===== config.mk =====
export PLATFORM = sky130hd
export DESIGN_NAME = fetch_queue_flat
export DESIGN_NICKNAME = d
export VERILOG_FILES = /design/src/rtl/fetch_queue_if.sv /design/src/rtl/fetch_queue.sv /design/src/flat_wrapper.sv
export SDC_FILE = /design/constraint.sdc
export NUM_CORES = 1
export LEC_CHECK = 0
export CAP_MARGIN = 20
export CORE_AREA = 10 10 175 177
export DETAILED_ROUTE_END_ITERATION = 10
export DIE_AREA = 0 0 185 187
export GPL_ROUTABILITY_DRIVEN = 0
export PLACE_DENSITY = 0.94
export RECOVER_POWER = 50
export SLEW_MARGIN = 10
export SYNTH_ARGS = -nofsm -noshare
export SYNTH_HDL_FRONTEND = slang
export SYNTH_SLANG_ARGS = --single-unit

===== constraint.sdc =====
create_clock -name i_clk -period 31.7 [get_ports i_clk]
set_input_delay 7.925 -clock i_clk [delete_from_list [all_inputs] [get_ports i_clk]]
set_output_delay 7.925 -clock i_clk [all_outputs]
set_load 0.03 [all_outputs]

===== src/rtl/fetch_queue_if.sv =====
// Bundle of the fetch unit's memory request/response, redirect and decoder channels.
// master = fetch unit side, slave = memory/core environment side.
interface fetch_queue_if;
   logic        o_mem_req_vld;
   logic        i_mem_req_rdy;
   logic [31:0] o_mem_req_addr;
   logic        i_mem_rsp_vld;
   logic [31:0] i_mem_rsp_data;
   logic        i_redirect_vld;
   logic [31:0] i_redirect_pc;
   logic        o_insn_vld;
   logic        i_insn_rdy;
   logic [31:0] o_insn;
   logic [31:0] o_insn_pc;
   logic [31:0] o_stall_cnt;

   modport master (
      output o_mem_req_vld, o_mem_req_addr, o_insn_vld, o_insn, o_insn_pc, o_stall_cnt,
      input  i_mem_req_rdy, i_mem_rsp_vld, i_mem_rsp_data, i_redirect_vld, i_redirect_pc, i_insn_rdy
   );

   modport slave (
      input  o_mem_req_vld, o_mem_req_addr, o_insn_vld, o_insn, o_insn_pc, o_stall_cnt,
      output i_mem_req_rdy, i_mem_rsp_vld, i_mem_rsp_data, i_redirect_vld, i_redirect_pc, i_insn_rdy
   );
endinterface


===== src/rtl/fetch_queue.sv =====
// Instruction fetch unit with a DEPTH-entry prefetch queue and in-order memory requests.
// Optional starvation counter on o_stall_cnt is built when FETCH_QUEUE_PERF_EN is defined.
module fetch_queue #(
   parameter int          DEPTH           = 4,
   parameter int          MAX_OUTSTANDING = 2,
   parameter logic [31:0] RESET_PC        = 32'h0000_0000
) (
   input logic           i_clk,
   input logic           i_rst,
   fetch_queue_if.master bus
);
   // Handshakes: a transfer happens on a rising edge where valid and ready are both high;
   // valid never depends on ready; responses carry no backpressure.
   localparam int AW = $clog2(DEPTH);
   localparam int CW = AW + 1;
   localparam int PW = (MAX_OUTSTANDING > 1) ? $clog2(MAX_OUTSTANDING) : 1;

   logic [31:0]   r_fetch_pc;
   logic [CW-1:0] r_wr_ptr;
   logic [CW-1:0] r_rd_ptr;
   logic [CW-1:0] r_inflight;
   logic [CW-1:0] r_drop;
   logic [PW-1:0] r_pf_wr;
   logic [PW-1:0] r_pf_rd;
   logic [31:0]   r_pf_pc  [MAX_OUTSTANDING];
   logic [31:0]   r_q_pc   [DEPTH];
   logic [31:0]   r_q_insn [DEPTH];

   logic [CW-1:0] w_count;
   logic [CW:0]   w_credit_used;
   logic          w_req_vld;
   logic          w_req_fire;
   logic          w_rsp_live;
   logic          w_insn_vld;
   logic          w_deq;
   logic [PW-1:0] w_pf_wr_nxt;
   logic [PW-1:0] w_pf_rd_nxt;
   logic          w_unused;

   assign w_count       = r_wr_ptr - r_rd_ptr;
   // Slots already promised: queued entries plus responses that will still be kept.
   assign w_credit_used = {1'b0, w_count} + {1'b0, r_inflight} - {1'b0, r_drop};
   assign w_req_vld     = !i_rst && !bus.i_redirect_vld
                          && (w_credit_used < (CW+1)'(DEPTH))
                          && (r_inflight < CW'(MAX_OUTSTANDING));
   assign w_req_fire    = w_req_vld && bus.i_mem_req_rdy;
   assign w_rsp_live    = bus.i_mem_rsp_vld && (r_drop == '0) && !bus.i_redirect_vld;
   assign w_insn_vld    = (w_count != '0);
   assign w_deq         = w_insn_vld && bus.i_insn_rdy;
   assign w_pf_wr_nxt   = (r_pf_wr == PW'(MAX_OUTSTANDING - 1)) ? '0 : r_pf_wr + 1'b1;
   assign w_pf_rd_nxt   = (r_pf_rd == PW'(MAX_OUTSTANDING - 1)) ? '0 : r_pf_rd + 1'b1;
   assign w_unused      = ^bus.i_redirect_pc[1:0];

   always_ff @(posedge i_clk or posedge i_rst) begin
      if (i_rst) begin
         r_fetch_pc <= RESET_PC;
         r_wr_ptr   <= '0;
         r_rd_ptr   <= '0;
         r_inflight <= '0;
         r_drop     <= '0;
         r_pf_wr    <= '0;
         r_pf_rd    <= '0;
      end else begin
         r_inflight <= r_inflight + CW'(w_req_fire) - CW'(bus.i_mem_rsp_vld);
         if (w_req_fire)        r_pf_wr <= w_pf_wr_nxt;
         if (bus.i_mem_rsp_vld) r_pf_rd <= w_pf_rd_nxt;
         if (bus.i_redirect_vld) begin
            // A same-cycle dequeue needs no pointer update: the queue is emptied anyway.
            r_fetch_pc <= {bus.i_redirect_pc[31:2], 2'b00};
            r_rd_ptr   <= r_wr_ptr;
            r_drop     <= r_inflight - CW'(bus.i_mem_rsp_vld);
         end else begin
            if (w_req_fire) r_fetch_pc <= r_fetch_pc + 32'd4;
            if (w_rsp_live) r_wr_ptr   <= r_wr_ptr + 1'b1;
            if (w_deq)      r_rd_ptr   <= r_rd_ptr + 1'b1;
            if (bus.i_mem_rsp_vld && (r_drop != '0)) r_drop <= r_drop - 1'b1;
         end
      end
   end

   always_ff @(posedge i_clk or posedge i_rst) begin
      if (i_rst) begin
         for (int i = 0; i < MAX_OUTSTANDING; i++) r_pf_pc[i] <= '0;
         for (int i = 0; i < DEPTH; i++) begin
            r_q_pc[i]   <= '0;
            r_q_insn[i] <= '0;
         end
      end else begin
         if (w_req_fire) r_pf_pc[r_pf_wr] <= r_fetch_pc;
         if (w_rsp_live) begin
            r_q_pc[r_wr_ptr[AW-1:0]]   <= r_pf_pc[r_pf_rd];
            r_q_insn[r_wr_ptr[AW-1:0]] <= bus.i_mem_rsp_data;
         end
      end
   end

   assign bus.o_mem_req_vld  = w_req_vld;
   assign bus.o_mem_req_addr = r_fetch_pc;
   assign bus.o_insn_vld     = w_insn_vld;
   assign bus.o_insn         = r_q_insn[r_rd_ptr[AW-1:0]];
   assign bus.o_insn_pc      = r_q_pc[r_rd_ptr[AW-1:0]];

`ifdef FETCH_QUEUE_PERF_EN
   logic [31:0] r_stall_cnt;

   always_ff @(posedge i_clk or posedge i_rst) begin
      if (i_rst) begin
         r_stall_cnt <= '0;
      end else if (bus.i_insn_rdy && !w_insn_vld && (r_stall_cnt != '1)) begin
         r_stall_cnt <= r_stall_cnt + 32'd1;
      end
   end

   assign bus.o_stall_cnt = r_stall_cnt;
`else
   assign bus.o_stall_cnt = '0;
`endif
endmodule


===== src/flat_wrapper.sv =====
// flat-port wrapper written by rule: the top's interface ports become plain ports
module fetch_queue_flat 
#(
   parameter int          DEPTH           = 4,
   parameter int          MAX_OUTSTANDING = 2,
   parameter logic [31:0] RESET_PC        = 32'h0000_0000
)
  (i_clk, i_rst, bus_o_mem_req_vld, bus_o_mem_req_addr, bus_o_insn_vld, bus_o_insn, bus_o_insn_pc, bus_o_stall_cnt, bus_i_mem_req_rdy, bus_i_mem_rsp_vld, bus_i_mem_rsp_data, bus_i_redirect_vld, bus_i_redirect_pc, bus_i_insn_rdy);
  fetch_queue_if bus_i ();
  input logic i_clk;
  input logic i_rst;
  output wire logic [$bits(bus_i.o_mem_req_vld)-1:0] bus_o_mem_req_vld;
  output wire logic [$bits(bus_i.o_mem_req_addr)-1:0] bus_o_mem_req_addr;
  output wire logic [$bits(bus_i.o_insn_vld)-1:0] bus_o_insn_vld;
  output wire logic [$bits(bus_i.o_insn)-1:0] bus_o_insn;
  output wire logic [$bits(bus_i.o_insn_pc)-1:0] bus_o_insn_pc;
  output wire logic [$bits(bus_i.o_stall_cnt)-1:0] bus_o_stall_cnt;
  input wire logic [$bits(bus_i.i_mem_req_rdy)-1:0] bus_i_mem_req_rdy;
  input wire logic [$bits(bus_i.i_mem_rsp_vld)-1:0] bus_i_mem_rsp_vld;
  input wire logic [$bits(bus_i.i_mem_rsp_data)-1:0] bus_i_mem_rsp_data;
  input wire logic [$bits(bus_i.i_redirect_vld)-1:0] bus_i_redirect_vld;
  input wire logic [$bits(bus_i.i_redirect_pc)-1:0] bus_i_redirect_pc;
  input wire logic [$bits(bus_i.i_insn_rdy)-1:0] bus_i_insn_rdy;
  assign bus_o_mem_req_vld = bus_i.o_mem_req_vld;
  assign bus_o_mem_req_addr = bus_i.o_mem_req_addr;
  assign bus_o_insn_vld = bus_i.o_insn_vld;
  assign bus_o_insn = bus_i.o_insn;
  assign bus_o_insn_pc = bus_i.o_insn_pc;
  assign bus_o_stall_cnt = bus_i.o_stall_cnt;
  assign bus_i.i_mem_req_rdy = bus_i_mem_req_rdy;
  assign bus_i.i_mem_rsp_vld = bus_i_mem_rsp_vld;
  assign bus_i.i_mem_rsp_data = bus_i_mem_rsp_data;
  assign bus_i.i_redirect_vld = bus_i_redirect_vld;
  assign bus_i.i_redirect_pc = bus_i_redirect_pc;
  assign bus_i.i_insn_rdy = bus_i_insn_rdy;
  fetch_queue #(.DEPTH(DEPTH), .MAX_OUTSTANDING(MAX_OUTSTANDING), .RESET_PC(RESET_PC)) u_core (.i_clk(i_clk), .i_rst(i_rst), .bus(bus_i));
endmodule

Yosys cells after proc, flatten, opt, wreduce, memory -nomap -nowiden
Index checks and enable logic that the tools add are counted.
{"block": "totals", "reg_bits": 366, "latch_bits": 0, "ram_bits": 0, "rom_bits": 0, "input_bits": 70, "output_inout_bits": 130, "elab_cells": 85, "mem_count": 0}
{"block": "classes", "add_sub_neg": 12, "n_mul": 0, "n_div": 0, "order_cmp": 8, "n_eq_ne": 0, "n_shift": 0, "n_mux": 24, "n_bitwise": 5, "n_reduce_logical": 19}
{"operator": "two-way mux 32 bit", "n": 11}
{"operator": "bitwise mux 128 bit", "n": 2}
{"operator": "binary-select mux 32 bit (select 2 bit)", "n": 2}
{"operator": "bitwise mux 64 bit", "n": 1}
{"operator": "demux 32 bit (select 2 bit)", "n": 1}
{"operator": "adder 32 x 3 -> 32 bit, second input constant", "n": 1}
{"operator": "demux 32 bit (select 1 bit)", "n": 1}
{"operator": "two-way mux 3 bit", "n": 4}
{"operator": "logical AND 1 bit", "n": 10}
{"operator": "adder 3 x 1 -> 3 bit, second input constant", "n": 2}
{"operator": "greater-or-equal comparator 3 bit, second input constant", "n": 2}
{"operator": "NOT 2 -> 3 bit", "n": 2}
{"operator": "nonzero test 2 bit", "n": 3}
{"operator": "nonzero test 3 bit", "n": 2}
{"operator": "subtractor 3 x 1 -> 3 bit", "n": 2}
{"operator": "adder 3 x 3 -> 4 bit", "n": 1}
{"operator": "greater-or-equal comparator 2 bit, second input constant", "n": 2}
{"operator": "< comparator 4 x 3 -> 1 bit, second input constant", "n": 1}
{"operator": "NOT 1 -> 2 bit", "n": 2}
{"operator": "subtractor 4 x 3 -> 4 bit", "n": 1}
{"operator": "adder 3 x 1 -> 3 bit", "n": 1}
{"operator": "logical NOT 3 bit", "n": 1}
{"operator": "< comparator 3 x 1 -> 1 bit, second input constant", "n": 1}
{"operator": "< comparator 3 x 2 -> 1 bit, second input constant", "n": 1}
{"operator": "8 further kinds", "n": 11}

Depth between registers and ports, before layout
Gate-level depths: netlist of run 1.
{"block": "depth", "depth_word": 9, "mapped_depth": 15, "depth_no_buf": 15}

Least setup slack after synthesis of run 1
Ideal clock, no wire load.
{"block": "synth_timing", "path_type": "input -> output", "startpoint": "input port bus_i_redirect_vld", "endpoint": "output port bus_o_mem_req_vld", "arrival_time_ps": 9022, "required_time_ps": 23775, "path_slack_ps": 14753, "path_stages": 3, "path_buffers": 2, "cell_sequence": "clkbuf_1 clkbuf_1 nor3_1"}
{"block": "synth_between", "elab_chain_cells": 4}
{"element": "start: declaration", "line_no": "flat_wrapper.sv:21", "rtl": "input wire logic [$bits(bus_i.i_redirect_vld)-1:0] bus_i_redirect_vld;"}
{"element": "logical NOT 1 bit", "line_no": "fetch_queue.sv:43", "rtl": "assign w_req_vld = !i_rst && !bus.i_redirect_vld"}
{"element": "logical AND 1 bit", "line_no": "fetch_queue.sv:43"}
{"element": "logical AND 1 bit", "line_no": "fetch_queue.sv:44", "rtl": "&& (w_credit_used < (CW+1)'(DEPTH))"}
{"element": "logical AND 1 bit", "line_no": "fetch_queue.sv:45", "rtl": "&& (r_inflight < CW'(MAX_OUTSTANDING));"}
{"element": "end: declaration", "line_no": "flat_wrapper.sv:12", "rtl": "output wire logic [$bits(bus_i.o_mem_req_vld)-1:0] bus_o_mem_req_vld;"}
Every way passes these cells.

Worst setup path in the final report of run 1
Same ends and word-level chain as after synthesis.

==> results of run 1 <==
[stage by stage]
step                util [%]  setup slack [ps]  instances  hold WS, ps
detailed placement     64.63             14160       1680        465.3
CTS                    69.34             14170       1746        478.2
finish                 69.53             13090       1751        472.1
global route           69.53             12950       1750        493.9
floorplan                  -             14010       1278        444.6
global placement       64.59             14190       1679        455.3
[worst paths after layout]
check                                        start                       endpoint  slack [ps]  cells after the start
worst max-delay path            bus_i_redirect_vld              bus_o_mem_req_vld       13090                      4
min in group asynchronous                    i_rst  u_core.bus.o_mem_req_addr[29]        9760                      2
worst max register to register  u_core.r_rd_ptr[0]           u_core.r_inflight[2]       25960                     13
worst min register to register    u_core.r_q_pc[8]               u_core.r_q_pc[8]         470                      2
max in group asynchronous                    i_rst            u_core.r_q_insn[86]       19250                      3
worst min-delay path              u_core.r_q_pc[8]               u_core.r_q_pc[8]         470                      2
[metal layers]
| metal | track usage, % | up-vias | share of wire (%) |
|---|---|---|---|
| met2 | 36.62 | 461 | 50 |
| met3 | 5.672 | 59 | 7.8 |
| met4 | 6.129 | 0 | 1.9 |
| met5 | 0 | - | 0 |
| met1 | 28.08 | 5432 | 40 |
| li1 | - | 4679 | - |
[logic make-up (layout without fill, tap and decap cells)]
group	after synthesis	after routing	synth area share, %
flip-flops	352	352	55.14
multiplexers	281	281	23.94
AND/OR/NAND/NOR	263	263	7.347
AO/OA/AOI/OAI	180	180	6.658
buffers and inverters	132	258	4.253
adder cells (fa/ha/maj)	21	21	1.833
XOR/XNOR	13	13	0.8067
other	1	37	0.02348
[registers in the layout, indices dropped and copies added, names as in the netlist]
| signal | flops |
|---|---|
| u_core.r_rd_ptr | 3 |
| u_core.r_drop | 3 |
| u_core.r_pf_rd | 1 |
| u_core.r_pf_wr | 1 |
| u_core.r_q_insn | 128 |
| u_core.r_inflight | 3 |
| u_core.r_wr_ptr | 3 |
| u_core.bus.o_mem_req_addr | 30 |
| u_core.r_pf_pc | 60 |
| u_core.r_q_pc | 120 |
[power breakdown]
part	total (mW)	switching, mW	internal [mW]
sequential	0.693	0.102	0.591
clock	0.451	0.178	0.273
combinational	0.657	0.342	0.314
total	1.80	0.622	1.18
[worst reg2reg max path, stage by stage, from the launching register on]
cell	delay, ps
dfrtp_4	820
ha_1	260
inv_1	50
fa_1	520
fa_1	430
ha_1	280
nor3b_1	370
nor4_1	140
o21ai_0	170
clkbuf_1	900
clkinv_1	730
ha_1	440
fa_1	380
xnor2_1	130
[layout make-up]
| cell class | count | area, µm² | share of cell area (%) |
|---|---|---|---|
| multi-input cells | 794 | 6613 | 34.80 |
| clock inverters | 13 | 200.2 | 1.054 |
| clock buffers | 53 | 1086 | 5.716 |
| well taps | 346 | 432.9 | 2.279 |
| flip-flops and latches | 352 | 8813 | 46.39 |
| inverters | 19 | 72.57 | 0.3820 |
| diodes | 1 | 2.502 | 0.01317 |
| repair buffers | 173 | 1779 | 9.365 |
[cell usage in the layout (no fill, tap or decap), types with 31 or more instances in the layout]
master	instances
clkdlybuf4s50_1	128
o21ai_0	131
dlygate4sd3_1	33
mux2_2	183
nand2_1	174
mux4_2	62
conb_1	36
clkbuf_16	37
mux2i_1	31
dfrtp_1	350
==> impl_metrics.yaml, run 1 <==
run_status:
  violations: "max-capacitance violations, max-slew violations"
  status: "finished with violations"
worst_setup_path:
  path_class: "primary input to output pin"
  critPathCaptureType: "output pin"
  cpLargestDelayFamily: "buffers and inverters"
  slowest_stage: "clkbuf_1"
  start_kind: "primary input"
  worstPathArrival_ps: 10680
  path_cells: "dlygate4sd3_1 -> clkbuf_1 -> nor3_1 -> clkdlybuf4s50_1"
  crit_fanout: 45
  crit_buf_inv: 3
  crit_path_max_incr_delay_ps: 1340
  required_ps: 23780
global_routing:
  grt_max_degree: 217
  grtUsageTotal_pct: 22.10
  grt_pass1_vias: 11362
  antenna_found_initial: 1
  grt_pass1_wl_mm: 61.87
  gr-total-overflow: 0
finish:
  layout-area-overhead-vs-synth_pct: 18.94
  nets: 1468
  drive_gt1_share_pct: 23.22
  final_area_um2: 19000
  n_fill_cell: 1827
timing:
  final_hold_viol_count: 0
  rsz0062_at_grt: "no"
  final.setup.tns_ps: 0
  tightest_slew_ps: 5946
  fin_crit_sh_pct: 58.69
  max_freq_mhz: 53.75
  clock_skew_ps: 26.98
  final-max-slew-violation-count: 263
  setup_viol: 0
  min_period_ps: 18610
  relSlewSlack_pct: -298.6
floorplan:
  core.rowCount: 61
  start_util_pct: 58.46
  die_h_um: 187
  io_pins: 200
  die_width_um: 185
  core_area_um2: 27320
  die_area_um2: 34600
synthesis:
  synth_cell_types: 57
  synth.yosys.seq_area_share_pct: 55.14
  syn_area_um2: 15970
  synth_top_area_cell: "dfrtp_1"
  avgSynthCellArea_um2: 12.85
  syn-instance-count: 1243
  synth-edff-count: 0
  synth-main-ff-cell: "dfrtp_1"
  synth_area_leaders: "dfrtp_1, mux2_2, mux4_2"
  synth_top_area_share_pct: 55.14
  synthArstFlopShare_pct: 100.0
  yosysMostFrequentCell: "dfrtp_1"
  synth_commonest_cells: "dfrtp_1, mux2_2, nand2_1"
  yosys_warnings: 0
  synth-seq-cells: 352
worst_hold_path:
  min_path_type: "register to register"
clock_tree:
  clockBufferDepth: 3
  cts_hold_buffers: 0
  clock-sinks: 352
  clk_latency_ps: 540
  htreeDepth: 2
  cts_tree: "built"
  clockRootBuffer: "clkbuf_16"
  cts_setup_buffers: 0
  path_clk_slew_ps: 50
  cts_resized: 0
  cts_made_buffers: 37
place:
  port_buffers: 161
  dpl-instance-area_um2: 17660
  post-dp-hpwl_mm: 23.54
detailed_routing:
  drt-wirelength-per-cell_um: 21.92
  drc: 0
  drt_pass1_iterations: 5
  ant_nets: 0
  totalWireLength_mm: 38.38
  vias: 10631
  viasPerCell: 6.071
  drt_iter0_drc: 837
power_and_ir_drop:
  p_total_mw: 1.801
  peakVddDrop_mv: 0.05501
  p_leak_nw: 8.584
  power.density_nw_per_um2: 94.77
flow_run:
  max_cap_viol_count: 5
No activity file was read; power rests on OpenSTA's default activity.
==> run 2, diff against run 1 <==
--- a/config.mk
+++ b/config.mk
@@ -6,11 +6,11 @@
 export NUM_CORES = 1
 export LEC_CHECK = 0
 export CAP_MARGIN = 20
-export CORE_AREA = 10 10 175 177
+export CORE_AREA = 10 10 190 192
 export DETAILED_ROUTE_END_ITERATION = 10
-export DIE_AREA = 0 0 185 187
+export DIE_AREA = 0 0 200 202
 export GPL_ROUTABILITY_DRIVEN = 0
-export PLACE_DENSITY = 0.94
+export PLACE_DENSITY = 0.85
 export RECOVER_POWER = 50
 export SLEW_MARGIN = 10
 export SYNTH_ARGS = -nofsm -noshare
==> constraint.sdc (replaced) <==
create_clock -name i_clk -period 16.6 [get_ports i_clk]
set_input_delay 4.15 -clock i_clk [delete_from_list [all_inputs] [get_ports i_clk]]
set_output_delay 4.15 -clock i_clk [all_outputs]
set_load 0.03 [all_outputs]
==> impl_metrics.yaml, run 2 (synthesis results as in run 1) <==
detailed_routing:
  vias: 10454
  drc: 0
  ant_nets: 0
  drt-wirelength-per-cell_um: 19.98
  totalWireLength_mm: 37.03
  viasPerCell: 5.642
  drt_pass1_iterations: 5
  drt_iter0_drc: 762
floorplan:
  io_pins: 200
  die_area_um2: 40400
  start_util_pct: 49.47
  core_area_um2: 32290
  die_width_um: 200
  core.rowCount: 66
  die_h_um: 202
finish:
  nets: 1471
  top_regs: "u_core.r_q_insn x128, u_core.r_q_pc x120, u_core.r_pf_pc x60"
  layout-area-overhead-vs-synth_pct: 19.74
  regMostFlops: "u_core.r_q_insn"
  n_fill_cell: 2523
  final_common_cell: "dfrtp_1"
  drive_gt1_share_pct: 24.04
  largest_reg_flops: 128
  mostFrequentLayoutCells: "dfrtp_1, mux2_2, nand2_1"
power_and_ir_drop:
  peakVddDrop_mv: 0.1072
  power.density_nw_per_um2: 178.5
  p_leak_nw: 8.603
  p_total_mw: 3.414
worst_setup_path:
  crit_path_max_incr_delay_ps: 1380
  slowest_stage: "clkbuf_1"
  path_cells: "dlygate4sd3_1 -> clkbuf_1 -> nor3_1 -> clkdlybuf4s50_1"
  reg2reg_to: "u_core.r_inflight[2]"
  reg2regPathDepth: 13
  path_class: "primary input to output pin"
  crit_fanout: 45
  critPathCaptureType: "output pin"
  worst-r2r-setup-slack_ps: 10910
  regToRegStartpoint: "u_core.r_rd_ptr[0]"
  required_ps: 12450
  start_kind: "primary input"
  worstPathArrival_ps: 6980
timing:
  max_freq_mhz: 89.85
  relSlewSlack_pct: -28.29
  final_hold_viol_count: 0
  final-max-slew-violation-count: 79
  rsz0062_at_grt: "no"
  fin_crit_sh_pct: 67.04
  final.setup.tns_ps: 0
  min_period_ps: 11130
  setup_viol: 0
  tightest_slew_ps: 1924
  clock_skew_ps: 24.33
run_status:
  violations: "max-capacitance violations, max-slew violations"
  status: "finished with violations"
clock_tree:
  clk_latency_ps: 530
  cts_setup_buffers: 0
  clock-sinks: 352
  path_clk_slew_ps: 60
  clockRootBuffer: "clkbuf_16"
  cts_hold_buffers: 0
  clockBufferDepth: 3
  cts_resized: 0
  cts_tree: "built"
  htreeDepth: 2
  cts_made_buffers: 39
worst_hold_path:
  holdCritStartpoint: "u_core.r_q_pc[42]"
  min_path_type: "register to register"
  min_to: "u_core.r_q_pc[42]"
  whs_path_depth: 2
global_routing:
  grt_busiest_layer: "met2"
  antenna_found_initial: 0
  gr-total-overflow: 0
  grt_pass1_vias: 11165
  grt_pass1_wl_mm: 59.84
  grt_use_met1_pct: 24.60
  grt_max_degree: 203
  gr-usage-met2_pct: 29.34
  grtUsageTotal_pct: 18.30
  use_met3_pct: 3.888
place:
  port_buffers: 161
  post-dp-hpwl_mm: 23.44
flow_run:
  max_cap_viol_count: 2
==> run 2: worst max-delay path: cells and delay by family <==
kind,cells,cell delay [ps]
buffers and inverters,3,2600
and+or+nand+nor,1,230
==> run 2: layer usage <==
metal / part of all wire [%] / vias to the layer above / wire [µm]
met3: 6.7 / 66 / 2490
met4: 2.2 / 0 / 797
li1: - / 4703 / -
met2: 48 / 370 / 17650
met1: 43 / 5315 / 16090
met5: 0 / - / 0
==> run 2: worst max path at each step <==
stage	to	start	depth (start not counted)	slack, ps
after floorplan	u_core.bus.o_mem_req_addr[10]	i_rst	1	2690
after CTS	bus_o_mem_req_vld	i_rst	4	6530
after global placement	bus_o_mem_req_vld	i_rst	4	6520
after global routing	bus_o_mem_req_vld	bus_i_redirect_vld	4	5300
final	bus_o_mem_req_vld	bus_i_redirect_vld	4	5470
after detailed placement	bus_o_mem_req_vld	i_rst	4	6550
==> run 2: area by class of cell <==
type	instances	area, µm²	area share [%]
Inverter	19	72.57	0.3794
Antenna cell	1	2.502	0.01308
Timing Repair Buffer	174	1770	9.256
Multi-Input combinational cell	794	6628	34.65
Clock inverter	20	175.2	0.9158
Sequential cell	352	8813	46.08
Tap cell	442	553.0	2.891
Clock buffer	51	1112	5.815
==> run 2: through the flow <==
step | hold WS (ps) | area [µm²] | util [%] | cells | setup slack, ps
floorplan | 444.6 | 16110 | - | 1278 | 2686
detailed placement | 466.8 | 17800 | 55.12 | 1778 | 6548
global placement | 456.0 | 17780 | 55.08 | 1777 | 6522
CTS | 479.8 | 19080 | 59.10 | 1849 | 6530
finish | 476.6 | 19130 | 59.24 | 1853 | 5471
global route | 492.7 | 19120 | 59.23 | 1852 | 5297
==> run 2: power breakdown <==
group | internal, mW | switching (mW)
registers | 1.13 | 0.177
logic | 0.603 | 0.653
clock network | 0.506 | 0.346
